==> src/rtl/serial_subtractor.sv <==
// Bit-serial unsigned subtractor: a - b - iB, one full-subtractor step per clock, LSB first.
// Latency WIDTH+1 edges from start to oValid; iStart is ignored (not queued) while busy.
module serial_subtractor #(
   parameter int WIDTH = 8,
   parameter int CNT_W = 3
) (
   input  logic             iClk,
   input  logic             iRst,
   input  logic             iStart,
   input  logic [WIDTH-1:0] iData_a,
   input  logic [WIDTH-1:0] iData_b,
   input  logic             iB,
   output logic             oBusy,
   output logic             oValid,
   output logic [WIDTH-1:0] oData,
   output logic             oData_B
);

   typedef enum logic [1:0] {IDLE, RUN, DONE} state_t;

   state_t           state_q, state_d;
   logic [WIDTH-1:0] a_q, a_d;
   logic [WIDTH-1:0] b_q, b_d;
   logic [WIDTH-1:0] res_q, res_d;
   logic             brw_q, brw_d;
   logic [CNT_W-1:0] cnt_q, cnt_d;
   logic             busy_q, busy_d;
   logic             valid_q, valid_d;
   logic [WIDTH-1:0] data_q, data_d;
   logic             data_b_q, data_b_d;

   logic             diff_bit;
   logic             brw_next;
   logic [WIDTH-1:0] res_next;

   // Single full-subtractor cell working on the current LSBs.
   always_comb begin
      diff_bit = a_q[0] ^ b_q[0] ^ brw_q;
      brw_next = (~a_q[0] & b_q[0]) | (~(a_q[0] ^ b_q[0]) & brw_q);
      res_next = {diff_bit, res_q[WIDTH-1:1]};
   end

   always_comb begin
      state_d  = state_q;
      a_d      = a_q;
      b_d      = b_q;
      res_d    = res_q;
      brw_d    = brw_q;
      cnt_d    = cnt_q;
      busy_d   = busy_q;
      valid_d  = 1'b0;
      data_d   = data_q;
      data_b_d = data_b_q;

      case (state_q)
         IDLE, DONE: begin
            if (iStart) begin
               a_d     = iData_a;
               b_d     = iData_b;
               brw_d   = iB;
               res_d   = '0;
               cnt_d   = '0;
               busy_d  = 1'b1;
               state_d = RUN;
            end else begin
               state_d = IDLE;
            end
         end
         RUN: begin
            a_d   = a_q >> 1;
            b_d   = b_q >> 1;
            res_d = res_next;
            brw_d = brw_next;
            cnt_d = cnt_q + CNT_W'(1);
            // Last bit: publish result and borrow together.
            if (cnt_q == CNT_W'(WIDTH - 1)) begin
               data_d   = res_next;
               data_b_d = brw_next;
               valid_d  = 1'b1;
               busy_d   = 1'b0;
               state_d  = DONE;
            end
         end
         default: begin
            state_d = IDLE;
            busy_d  = 1'b0;
         end
      endcase
   end

   always_ff @(posedge iClk) begin
      if (iRst) begin
         state_q  <= IDLE;
         a_q      <= '0;
         b_q      <= '0;
         res_q    <= '0;
         brw_q    <= 1'b0;
         cnt_q    <= '0;
         busy_q   <= 1'b0;
         valid_q  <= 1'b0;
         data_q   <= '0;
         data_b_q <= 1'b0;
      end else begin
         state_q  <= state_d;
         a_q      <= a_d;
         b_q      <= b_d;
         res_q    <= res_d;
         brw_q    <= brw_d;
         cnt_q    <= cnt_d;
         busy_q   <= busy_d;
         valid_q  <= valid_d;
         data_q   <= data_d;
         data_b_q <= data_b_d;
      end
   end

   assign oBusy   = busy_q;
   assign oValid  = valid_q;
   assign oData   = data_q;
   assign oData_B = data_b_q;

endmodule

==> config.mk <==
export PLATFORM = sky130hd
export DESIGN_NAME = serial_subtractor
export DESIGN_NICKNAME = d
export VERILOG_FILES = /design/src/rtl/serial_subtractor.sv
export SDC_FILE = /design/constraint.sdc
export NUM_CORES = 1
export LEC_CHECK = 0
export ABC_CLOCK_PERIOD_IN_PS = 1250
export CAP_MARGIN = 20
export CORE_AREA = 2 2 64 66
export DETAILED_ROUTE_END_ITERATION = 10
export DIE_AREA = 0 0 66 68
export HOLD_SLACK_MARGIN = 0.05
export PLACE_DENSITY = 0.69
export SYNTH_ARGS = -nofsm -noshare
export SYNTH_HDL_FRONTEND = slang
export SYNTH_SLANG_ARGS = --single-unit
==> constraint.sdc <==
create_clock -name iClk -period 1.25 [get_ports iClk]
set_clock_uncertainty 0.15 [all_clocks]
set_input_delay 0.25 -clock iClk [delete_from_list [all_inputs] [get_ports iClk]]
set_output_delay 0.25 -clock iClk [all_outputs]
set_load 0.05 [all_outputs]
---- Yosys cells after proc, flatten, opt, wreduce, memory -nomap -nowiden ----
Index checks and enable logic that the tools add are counted.
cells by class
  add/subtract/negate cells ............... 1
  equality and inequality tests ........... 5
  muxes and demuxes ....................... 17
  bitwise gates (word level) .............. 8
  reductions and logical operators ........ 7
operator list
  kind                                                                    count
  8-bit one-hot mux with 2 select lines                                   3
  8-bit 2-to-1 mux                                                        3
  3-bit one-hot mux with 2 select lines                                   1
  2-bit AND reduction                                                     3
  1-bit 2-to-1 mux                                                        5
  2-bit != test (second input constant)                                   2
  1-bit one-hot mux with 2 select lines                                   2
  2-bit one-hot mux with 2 select lines                                   1
  2-bit OR reduction                                                      2
  3-bit by 1-bit adder with 3-bit output (second input constant)          1
  3-bit equality test (second input constant)                             1
  3-bit 2-to-1 mux                                                        1
  1-bit inverter                                                          3
  1-bit AND                                                               2
  2-bit by 1-bit equality test with 1-bit output (second input constant)  1
  2-bit equality test (second input constant)                             1
  2-bit zero test                                                         1
  2-bit 2-to-1 mux                                                        1
  2-bit nonzero test                                                      1
  1-bit bitwise XOR                                                       2
  1-bit OR                                                                1
word-level totals
  flip-flop bits (word level) ............. 41
  logic and storage cells ................. 48

---- Depth between registers and ports, before layout ----
  depth in word-level cells ............... 5
  gate-level depth with buffers ........... 5

---- Worst setup path after synthesis ----
No wires, ideal clock.
  path kind ............................... flip-flop to flip-flop
  start point ............................. register cnt_q[0]
  end point ............................... register state_q[0]
  library setup time ...................... 128 ps
  arrival time ............................ 1107 ps
  data required time ...................... 972 ps
  path slack .............................. -135 ps
  stages on the path, launching flop included .. 6
  clock period less this slack ............ 1385 ps
  cells stage by stage .................... dfxtp_1 ha_1 ha_1 clkbuf_1 o21a_1 nor2_1
between the ends
  longest elaborated chain between the ends .. 2
ends and longest elaborated chain
  what                            line  source
  start, declared                 26    logic [CNT_W-1:0] cnt_q, cnt_d;
  start signal, assigned          109   cnt_q <= cnt_d;
  3-bit equality test             76    if (cnt_q == CNT_W'(WIDTH - 1)) begin
  2-bit != test (no source line)  n/a
  end signal, assigned            104   state_q <= state_d;
  end, declared                   21    state_t state_q, state_d;
No other way between the ends.
A chain may end at the register's enable or synchronous reset.

---- Final worst setup path ----
  start point ............................. register state_q[0]
  end point ............................... register a_q[6]
between the ends
  longest elaborated chain between the ends .. 4
  elaborated cells on any way between the ends .. 8
  classes of those cells .................. eq/ne: 3; mux: 1; reduce/logical: 4
ends and longest elaborated chain
  what                                                                         line  source
  2-bit equality test / 2-bit zero test (equally long branches)                55    case (state_q)
  2-bit OR reduction                                                           55
  2-bit != test (no source line) / 2-bit nonzero test (equally long branches)  n/a
  2-bit AND reduction (no source line)                                         n/a
  end signal, assigned                                                         94    a_q <= '0;
  end signal, assigned                                                         105   a_q <= a_d;
  end, declared                                                                22    logic [WIDTH-1:0] a_q, a_d;
Parallel ways exist; a longest one is shown, timed or not.

==> results.yml <==
floorplan:
  dieWidth_um: 66
  dieArea_mm2: 0.00449
  core_area_mm2: 0.00386
  initial_core_util: 0.431
  io_pins: 31
  num_rows: 23
  die-height_um: 68
synth:
  avgSynthCellArea_um2: 8.48
  post_synth_main_area_contributors: "dfxtp_1 48%, nand2_1 11%, a21oi_1 6.6%"
  synth_cells: 196
  synth_edf_count: 0
  synth_area_mm2: 0.00166
  yosysMostFrequentCell: "nand2_1"
  synth_cell_types: 21
  synth_top_area_cell: "dfxtp_1"
  ys_top_cells_by_count: "47 x nand2_1, 40 x dfxtp_1, 22 x a21oi_1"
  synth_flop_cell: "dfxtp_1"
  yosysWarnings: 0
  async_flop_share: 0
  synth_nets: 219
  synth_seq_cells: 40
  synth-seq-area-share: 0.482
  synth.top_cell.area_share: 0.482
worst_setup_path:
  r2r-end: "a_q[6]"
  worstSetupPathType: "flop to flop"
  worstSetupEndpointType: "flop"
  worstPathRequired_ns: 1.31
  r2r_setup_slack_ns: -0.11
  cp.arrival_ns: 1.42
  reg2regPathDepth: 4
  worst-path-max-fanout: 6
  worstSetupStartpointType: "flop"
  worstReg2RegStart: "state_q[0]"
worst_hold_path:
  min_from: "a_q[7]"
  hold_class: "flop to flop"
  whs_endpoint: "a_q[7]"
  worstHoldPathCells: 2
sta:
  slew_violations: 0
  finalSetupViolCount: 33
  timing.final.ws_setup_ns: -0.108
  tightest_slew_ns: 0.226
  rsz0062_at_grt: "true"
  hold_viol: 0
  finalCritPeriodShare: 1.09
  fin_crit_ns: 1.36
  clock.fmax_mhz: 736
  slew_headroom: 0.848
run_status:
  violations: "negative setup slack"
  status: "finished with violations"
clock_tree:
  clockBufferDepth: 2
  clkLatencyLatePin_ns: 0.30
  cts_made_buffers: 5
  cts.sinks: 40
  clockRootBuffer: "clkbuf_8"
  tritoncts: "built"
  path_clk_slew_ns: 0.08
  h-tree-depth: 2
  ctsHoldBuffers: 0
drt:
  routed_wl_um: 4400
  via_count: 1596
  drt_pass1_iterations: 4
  ant_nets: 0
  vias_per_cell: 5.27
  drc: 0
  wl_per_cell_um: 14.5
  drt_iter0_drc: 38
global_routing:
  antenna_found_initial: 0
  grt_max_degree: 32
  grt_pass1_vias: 1411
  overflow: 0
  grt_pass1_wl_um: 6150
  grt.total_usage: 0.184
placement:
  dp.cells: 278
  gp_congestion: 0.731
  dp_slack_ns: -0.461
  dp.final_hpwl_um: 2280
  io_buffers: 30
cells_and_area:
  diodes: 0
  fin_cells: 303
  num-fill-cells: 267
  syn_to_final_growth_pct: 70.4
  drive_gt1_frac: 0.478
  nets: 275
power_and_ir_drop:
  clock_power_share: 0.303
  p_sw_frac: 0.274
  p_int_mw: 2.15
  power_per_cell_area_mw_per_mm2: 1050
  p_comb_frac: 0.223
  ir_drop_uv: 657
  p_sw_mw: 0.813
  p_leak_nw: 1.07
  p_seq_frac: 0.473
run:
  drv_cap: 0
-- flip-flops by register name, summed over array words and instances (netlist names) --
register  flops
oBusy         1
oData         8
state_q       2
cnt_q         3
a_q           8
brw_q         1
b_q           8
oValid        1
oData_B       1
res_q         7
-- logic make-up (layout without fill, tap and decap cells) --
family / Yosys count / in the layout / synth area share
AND/OR/NAND/NOR: 93 / 93 / 0.236
adder cells (fa/ha/maj): 3 / 3 / 0.0271
AO/OA/AOI/OAI: 40 / 40 / 0.184
flip-flops: 40 / 40 / 0.482
buffers and inverters: 20 / 77 / 0.0708
-- layer usage --
layer	track usage	part of all wire
met2	0.318	0.51
met5	0	0
met1	0.210	0.43
met4	0.0867	0.018
met3	0.0543	0.046
-- power groups by stage --
stage,Clock [mW],Combinational (mW),Sequential (mW)
after detailed placement,0,0.429,1.41
final,0.899,0.662,1.40
after CTS,0.915,0.502,1.39
after floorplan,0,0.250,1.41
after global placement,0,0.423,1.41
after global routing,0.955,0.709,1.41
-- through the flow --
stage                     power [mW]  hold slack [ns]  setup TNS, ns  area (um^2)  utilization
after global routing            3.07            0.331          -3.56         2830        0.734
after global placement          1.83            0.306         -10.05         2250        0.584
after floorplan                 1.66            0.236        -0.0768         1690            -
after CTS                       2.80            0.321          -1.30         2490        0.646
final                           2.96            0.315          -1.70         2830        0.734
after detailed placement        1.84            0.313         -10.80         2250        0.584
-- cell usage in the layout, fill, tap and decap left out, types with 7 or more instances in the layout --
cell,instances
dfxtp_1,25
a21oi_1,15
buf_12,17
a21oi_2,7
dfxtp_2,14
buf_6,10
nand3_1,15
nor2_1,17
buf_4,11
clkdlybuf4s50_1,18
nand2_1,31
nand2_2,11
a311oi_2,12
-- critical path, cell delays in order (launching register included) --
cell      delay (ns)
dfxtp_4         0.40
nand2b_4        0.23
buf_12          0.15
nand2_2         0.06
a311oi_1        0.27
-- final cells by class --
class                   instances  area, um^2  area share
multi-input cells             136         963       0.340
well taps                      50        62.6      0.0221
repair buffers                 66         880       0.311
inverters                       3        11.3     0.00398
flip-flops and latches         40         822       0.290
clock buffers                   6        82.6      0.0292
clock inverters                 2        10.0     0.00354
-- worst max path at each step --
stage / slack [ns] / depth (start not counted) / start / end
after global routing: -0.17 / 5 / state_q[0] / brw_q
after detailed placement: -0.46 / 6 / iStart / a_q[6]
after floorplan: -0.01 / 4 / brw_q / oData[7]
after CTS: -0.08 / 3 / a_q[0] / oData[7]
after global placement: -0.39 / 5 / iStart / a_q[0]
final: -0.11 / 4 / state_q[0] / a_q[6]
-- timing repair --
item / CTS / global route
pin swaps: 10 / 26
buffers inserted: 3 / 7
gates resized for setup: 21 / 59
cloned: 3 / 6
endpoints found under the setup margin: 35 / 46
(Power assumes the default switching activity.)
